==> src/rtl/pomodoro_sequencer.sv <==
// rtl/pomodoro_sequencer.sv - Pomodoro session controller: phase sequencing and mm:ss countdown
module pomodoro_sequencer #(
  parameter int WORK_MIN    = 25,
  parameter int SHORT_MIN   = 5,
  parameter int LONG_MIN    = 15,
  parameter int CYCLES_LONG = 4,
  parameter int AUTO_START  = 1
) (
  input  logic       clk,
  input  logic       rst,
  input  logic       tick,
  input  logic       start_pause,
  input  logic       skip,
  output logic [1:0] phase,
  output logic [6:0] minutes,
  output logic [5:0] seconds,
  output logic       running,
  output logic       phase_done,
  output logic [3:0] pomo_count,
  output logic       tick_clear
);

  typedef enum logic [1:0] {
    S_IDLE  = 2'd0,
    S_WORK  = 2'd1,
    S_SHORT = 2'd2,
    S_LONG  = 2'd3
  } state_t;

  localparam logic [6:0] C_WORK   = 7'(WORK_MIN);
  localparam logic [6:0] C_SHORT  = 7'(SHORT_MIN);
  localparam logic [6:0] C_LONG   = 7'(LONG_MIN);
  localparam logic [3:0] C_CYCLES = 4'(CYCLES_LONG);
  localparam logic       C_AUTO   = (AUTO_START != 0);

  state_t     r_state, w_state;
  logic [6:0] r_min, w_min;
  logic [5:0] r_sec, w_sec;
  logic       r_run, w_run;
  logic       r_done, w_done;
  logic [3:0] r_pomo, w_pomo;
  logic       r_tc, w_tc;
  logic       r_sp_q, r_sk_q;

  logic       w_sp_ev, w_sk_ev, w_expire;
  logic [3:0] w_pomo_inc;

  assign w_sp_ev    = start_pause & ~r_sp_q;
  assign w_sk_ev    = skip & ~r_sk_q;
  assign w_pomo_inc = r_pomo + 4'd1;
  // Expiry fires on the tick that would show 00:00, so 00:00 is never displayed.
  assign w_expire   = r_run & tick & ~w_sp_ev & (r_min == 7'd0) & (r_sec == 6'd1);

  always_ff @(posedge clk or negedge rst) begin
    if (!rst) begin
      r_state <= S_IDLE;
      r_min   <= C_WORK;
      r_sec   <= 6'd0;
      r_run   <= 1'b0;
      r_done  <= 1'b0;
      r_pomo  <= 4'd0;
      r_tc    <= 1'b0;
      r_sp_q  <= 1'b0;
      r_sk_q  <= 1'b0;
    end else begin
      r_state <= w_state;
      r_min   <= w_min;
      r_sec   <= w_sec;
      r_run   <= w_run;
      r_done  <= w_done;
      r_pomo  <= w_pomo;
      r_tc    <= w_tc;
      r_sp_q  <= start_pause;
      r_sk_q  <= skip;
    end
  end

  always_comb begin
    w_state = r_state;
    w_min   = r_min;
    w_sec   = r_sec;
    w_run   = r_run;
    w_done  = 1'b0;
    w_pomo  = r_pomo;
    w_tc    = 1'b0;
    if (r_state == S_IDLE) begin
      if (w_sp_ev) begin
        w_state = S_WORK;
        w_min   = C_WORK;
        w_sec   = 6'd0;
        w_run   = 1'b1;
        w_tc    = 1'b1;
      end
    end else if (w_sk_ev || w_expire) begin
      w_done = 1'b1;
      w_tc   = 1'b1;
      w_sec  = 6'd0;
      w_run  = C_AUTO;
      if (r_state == S_WORK) begin
        if (w_pomo_inc == C_CYCLES) begin
          w_state = S_LONG;
          w_min   = C_LONG;
          w_pomo  = 4'd0;
        end else begin
          w_state = S_SHORT;
          w_min   = C_SHORT;
          w_pomo  = w_pomo_inc;
        end
      end else begin
        w_state = S_WORK;
        w_min   = C_WORK;
      end
    end else if (w_sp_ev) begin
      w_run = ~r_run;
      w_tc  = ~r_run;
    end else if (tick && r_run) begin
      if (r_sec != 6'd0) begin
        w_sec = r_sec - 6'd1;
      end else begin
        w_min = r_min - 7'd1;
        w_sec = 6'd59;
      end
    end
  end

  assign phase      = r_state;
  assign minutes    = r_min;
  assign seconds    = r_sec;
  assign running    = r_run;
  assign phase_done = r_done;
  assign pomo_count = r_pomo;
  assign tick_clear = r_tc;

endmodule

==> config.mk <==
export PLATFORM = sky130hd
export DESIGN_NAME = pomodoro_sequencer
export DESIGN_NICKNAME = d
export VERILOG_FILES = /design/src/rtl/pomodoro_sequencer.sv
export SDC_FILE = /design/constraint.sdc
export NUM_CORES = 1
export LEC_CHECK = 0
export CORE_MARGIN = 1
export CORE_UTILIZATION = 49
export CTS_BUF_LIST = sky130_fd_sc_hd__clkbuf_2
export DETAILED_ROUTE_END_ITERATION = 8
export PLACE_DENSITY = 0.82
export SLEW_MARGIN = 20
export SYNTH_ARGS = -nofsm -noshare
export SYNTH_HDL_FRONTEND = slang
export SYNTH_SLANG_ARGS = --single-unit
==> constraint.sdc <==
create_clock -name clk -period 1.8 [get_ports clk]
set_input_delay 0.36 -clock clk [delete_from_list [all_inputs] [get_ports clk]]
set_output_delay 0.36 -clock clk [all_outputs]
set_load 0.02 [all_outputs]
### Yosys cells after proc, flatten, opt, wreduce, memory -nomap -nowiden

Index checks and enable logic that the tools add are counted.

* register bits after elaboration: 24
* output and inout bits: 22

* add/subtract/negate cells: 3
* equality and inequality tests: 6
* muxes and demuxes: 30
* bitwise gates (word level): 11
* reduce and logical (&&, ||, !) cells: 13

Operator list (count)
* 7-bit 2-to-1 mux: 7
* 6-bit 2-to-1 mux: 6
* 1-bit 2-to-1 mux: 11
* 2-bit 2-to-1 mux: 4
* 4-bit 2-to-1 mux: 2
* 7-bit logical NOT: 1
* 7-bit by 1-bit subtractor with 7-bit output, second input constant: 1
* 1-bit AND: 6
* 6-bit by 1-bit equality test with 1-bit output, second input constant: 1
* 3-bit AND reduction: 2
* 6-bit nonzero test: 1
* 6-bit by 1-bit subtractor with 6-bit output, second input constant: 1
* 1-bit inverter: 5
* 4-bit by 1-bit adder with 4-bit output, second input constant: 1
* 4-bit by 3-bit equality test with 1-bit output, second input constant: 1
* 2-bit AND reduction: 2
* 4-bit AND reduction: 1
* 2-bit nonzero test: 2
* 3-bit by 1-bit inequality test with 1-bit output, second input constant: 1
* 3-bit inequality test, second input constant: 1
* 3-bit nonzero test: 1
* 2-bit by 1-bit equality test with 1-bit output, second input constant: 1
* 2-bit logical NOT: 1
* 2-bit inequality test, second input constant: 1
* 2 further kinds: 2

### Depth between registers and ports, before layout

* word-level depth: 9
* mapped depth: 7

### Worst setup path after synthesis

OpenSTA, ideal clock, no wires.

* kind: register -> register
* start point: register r_sec[3], in the netlist seconds[3]
* end point: register r_min[1], in the netlist minutes[1]
* library setup time: 0.125 ns
* arrival: 1.797 ns
* required time: 1.675 ns
* setup slack: -0.122 ns
* cell stages (with the launch flop): 7
* cell sequence: dfrtp_1 -> nor4_4 -> nand4_2 -> a21oi_4 -> and2_1 -> buf_6 -> mux2_4

* longest elaborated chain between the ends: 5

RTL lines
* start, declared: line 38 `logic [5:0] r_sec, w_sec;`
* start signal, assigned: line 68 `r_sec <= w_sec;`
* 6-bit by 1-bit equality test with 1-bit output: line 52 `assign w_expire = r_run & tick & ~w_sp_ev & (r_min == 7'd0) & (r_sec == 6'd1);`
* 1-bit AND: line 52
* 1-bit logical OR: line 94 `end else if (w_sk_ev || w_expire) begin`
* 3-bit by 1-bit inequality test with 1-bit output (no line), or another cell as far along
* 4-bit AND reduction (no line) / 7-bit 2-to-1 mux (equally long branches)
* end signal, assigned: line 67 `r_min <= w_min;`
* end, declared: line 37 `logic [6:0] r_min, w_min;`

Several ways; a longest one is shown, not always the timed one.
A chain may end at the register's enable or synchronous reset.

### Worst setup path in the final report

* start point: register r_sec[0], in the netlist seconds[0]
* end point: register r_min[2], in the netlist minutes[2]

Same word-level chain as after synthesis.

==> results by group <==
Status
  – Status: finished with violations
  – Violated checks: setup timing

Die
  – Die area: 3218 um^2
  – Placement Rows: 19
  – Die H: 56.73 um
  – I/O Pins: 27
  – Core Region: 2805 um^2
  – Initial core utilization: 0.5232
  – Horiz. Die Dim: 56.73 um

Worst setup path
  – Critical-path top delay cell: dfrtp_1
  – Buf+Inv Stages, Crit Path: 3
  – Kind of critical path: reg -> reg
  – Startpoint type of the worst setup path: flop
  – Crit path cell chain: buf_4, inv_1, ha_1, nor3_1, o21ai_2, and2_4, buf_4, a31oi_1
  – RR Endpoint: minutes[2]
  – Worst setup EP type: flop
  – Worst reg2reg path startpoint: seconds[0]
  – Max incr delay on CP: 0.45 ns
  – Worst path most repeated cell: buf_4
  – WP data required: 2.09 ns
  – Delay-heaviest family, CP: simple AND/OR/NAND/NOR gates
  – R2R cell count: 8
  – Worst path arrival time: 2.35 ns
  – Crit path max fanout: 4
  – R2R setup slack: -0.26 ns

STA
  – Fmax: 0.4844 GHz
  – Setup violations, final: 15
  – Final hold violation count: 0
  – Setup WS post-layout: -0.2644 ns
  – Max-slew violations: 0
  – Tcrit/Tclk final: 1.147
  – Slew @ Worst Pin: 0.4649 ns
  – RSZ-0062 raised after global routing: yes
  – Max-slew headroom: 0.6900
  – Skew final: 0.01331 ns
  – Crit path time final: 2.064 ns

Logic synthesis
  – Synth cell types: 53
  – Post-synthesis compound-gate area fraction: 0.2191
  – Most used DFF post-synth: dfrtp_1
  – Synthesized instance count: 150
  – Post-synthesis xor/xnor area fraction: 0.01194
  – Post-synth EDFFs: 0
  – Syn Nets: 161
  – Mapped cell area: 1468 um^2
  – Yosys warning total: 0
  – Sequential area share after synthesis: 0.4118
  – Largest family of logic cells by synthesized area: simple AND/OR/NAND/NOR gates
  – Synthesis-stage register bit count: 24
  – Fraction of the mapped netlist area in simple logic gates: 0.2438
  – Async set-reset flop share out of synthesis: 1.000
  – Adder-cell share of the synthesized area: 0.05115
  – Avg Cell Area, Syn: 9.784 um^2
  – Mux cell area share after synthesis: 0.02558

Clock tree
  – H-tree depth: 1
  – CTS buffer count: 3
  – CTS tree: yes
  – Clk sinks: 24
  – Hold_buf cts: 0
  – Clk Latency, worst-skew pair: 0.38 ns
  – Clock tree buffer depth: 2
  – Clk slew on worst S/H paths: 0.25 ns
  – Root buf cell: clkbuf_2

GRT
  – GRT Total Usage: 0.2999
  – Initial antenna violation count: 0
  – Vias in the first global route: 1575
  – Grt total ovfl: 0
  – Global-route wire length before repair: 7.472 mm
  – Largest net degree at the start of global routing: 25

Power
  – Total power: 4.467 mW
  – Pwr/cell area: 1958 nW/um^2
  – IR drop worst, VDD: 1.371 mV
  – P_leak: 1.054 nW

Drt
  – Vias: 1656
  – Residual DRC: 0
  – Vias per std cell: 6.494
  – WL per Instance: 20.09 um
  – Wirelength, routed: 5.124 mm
  – Post-route ant nets: 0
  – Starting DRT DRC Count: 121
  – Drt first pass iters: 6

Cells and area
  – Final Util: 0.8131
  – Layout Area Growth over Synthesis: 55.41%
  – Final-stage net count: 236
  – Commonest non-fill, non-tap cell in the layout: buf_4
  – Fillers: 160
  – Commonest cells after routing, fill and taps aside: buf_4 (38), dfrtp_1 (18), nand2_1 (16)
  – Layout cells sized above 1: 0.4063
  – Number of diodes: 0

Place
  – PortBufs: 26
  – Post-DP HPWL: 2.807 mm
  – RePlAce Congestion: 0.9102

Hold path
  – Hold WC Path Type: in -> async

Job
  – Max Cap Violations: 0
==> metrics by stage <==
| step | instance area [um^2] | cells | worst slack, ns | TNS (ns) | hold slack, ns |
|---|---|---|---|---|---|
| 6_report | 2281 | 255 | -0.2644 | -1.882 | 0.2879 |
| 3_3_place_gp | 2003 | 238 | -0.2370 | -2.700 | 0.5356 |
| 4_1_cts | 2198 | 255 | -0.1268 | -0.8140 | 0.3218 |
| 5_1_grt | 2281 | 255 | -0.2898 | -2.680 | 0.3123 |
| 3_5_place_dp | 2003 | 238 | -0.2843 | -3.909 | 0.5355 |
| 2_1_floorplan | 1476 | 150 | -0.07862 | -0.1093 | 0.06441 |
==> sequential cells by signal (all words and copies together) (netlist names) <==
name,flops
minutes,7
phase,2
phase_done,1
pomo_count,4
r_sk_q,1
r_sp_q,1
running,1
seconds,6
tick_clear,1
==> repair_timing <==
action,CTS,global route
setup buffers,14,2
endpoints found under the setup margin,32,24
pin swaps,13,6
resized for setup,33,27
hold endpoints to repair,0,0
==> how the worst max path moves through the flow <==
stage	startpoint	endpoint	slack (ns)	cells past startpoint
global placement	skip	minutes[3]	-0.24	7
finish	seconds[0]	minutes[2]	-0.26	8
floorplan	seconds[3]	minutes[1]	-0.08	6
global route	seconds[0]	minutes[2]	-0.29	8
CTS	seconds[4]	minutes[1]	-0.13	6
detailed placement	start_pause	minutes[1]	-0.28	7
==> synth_stat cells, types with 2 or more instances <==
cell / number / area share
nor2_1: 11 / 0.028
o21ai_0: 4 / 0.014
nand3_1: 6 / 0.020
a41oi_1: 2 / 0.012
buf_6: 2 / 0.015
nand2_1: 16 / 0.041
inv_1: 7 / 0.018
a21boi_0: 2 / 0.010
mux2_2: 2 / 0.015
a21oi_4: 2 / 0.022
nand2b_1: 6 / 0.026
a31oi_1: 3 / 0.013
a21oi_1: 8 / 0.027
a32o_1: 2 / 0.014
dfstp_2: 3 / 0.054
o22a_1: 2 / 0.012
o21ai_1: 2 / 0.0068
xnor2_1: 2 / 0.012
nor3_1: 8 / 0.027
ha_1: 6 / 0.051
o22ai_1: 2 / 0.0085
dfrtp_1: 21 / 0.36
==> per-layer routing <==
layer  wire [um]  GRT usage  up-vias  part of all wire
li1            -          -      707                 -
met1        1951     0.3844      783              0.38
met2        2444     0.4932      127              0.48
met3         451    0.06221       39             0.088
met4         277     0.1220        0             0.054
met5           0          0        -                 0
==> layout make-up <==
class	instances	area [um^2]	area share
Timing Repair Buffer	73	633.1	0.2776
Sequential cell	24	608.1	0.2666
Tap cell	31	38.79	0.01700
Multi-Input combinational cell	116	929.6	0.4076
Clock buffer	3	15.01	0.006583
Clock inverter	1	30.03	0.01317
Inverter	7	26.28	0.01152
==> power by group <==
| group | total [mW] | internal [mW] | leakage (nW) | switching (mW) |
|---|---|---|---|---|
| Clock | 0.374 | 0.191 | 0.0266 | 0.183 |
| Sequential | 1.01 | 0.784 | 0.284 | 0.228 |
| Combinational | 3.08 | 1.43 | 0.744 | 1.65 |
==> kinds of logic after synthesis <==
family                   Yosys count
adder cells (fa/ha/maj)            6
AND/OR/NAND/NOR                   63
multiplexers                       3
flip-flops                        24
AO/OA/AOI/OAI                     42
XOR/XNOR                           2
buffers and inverters             10
Note: power is estimated with default switching activity, not from simulation.
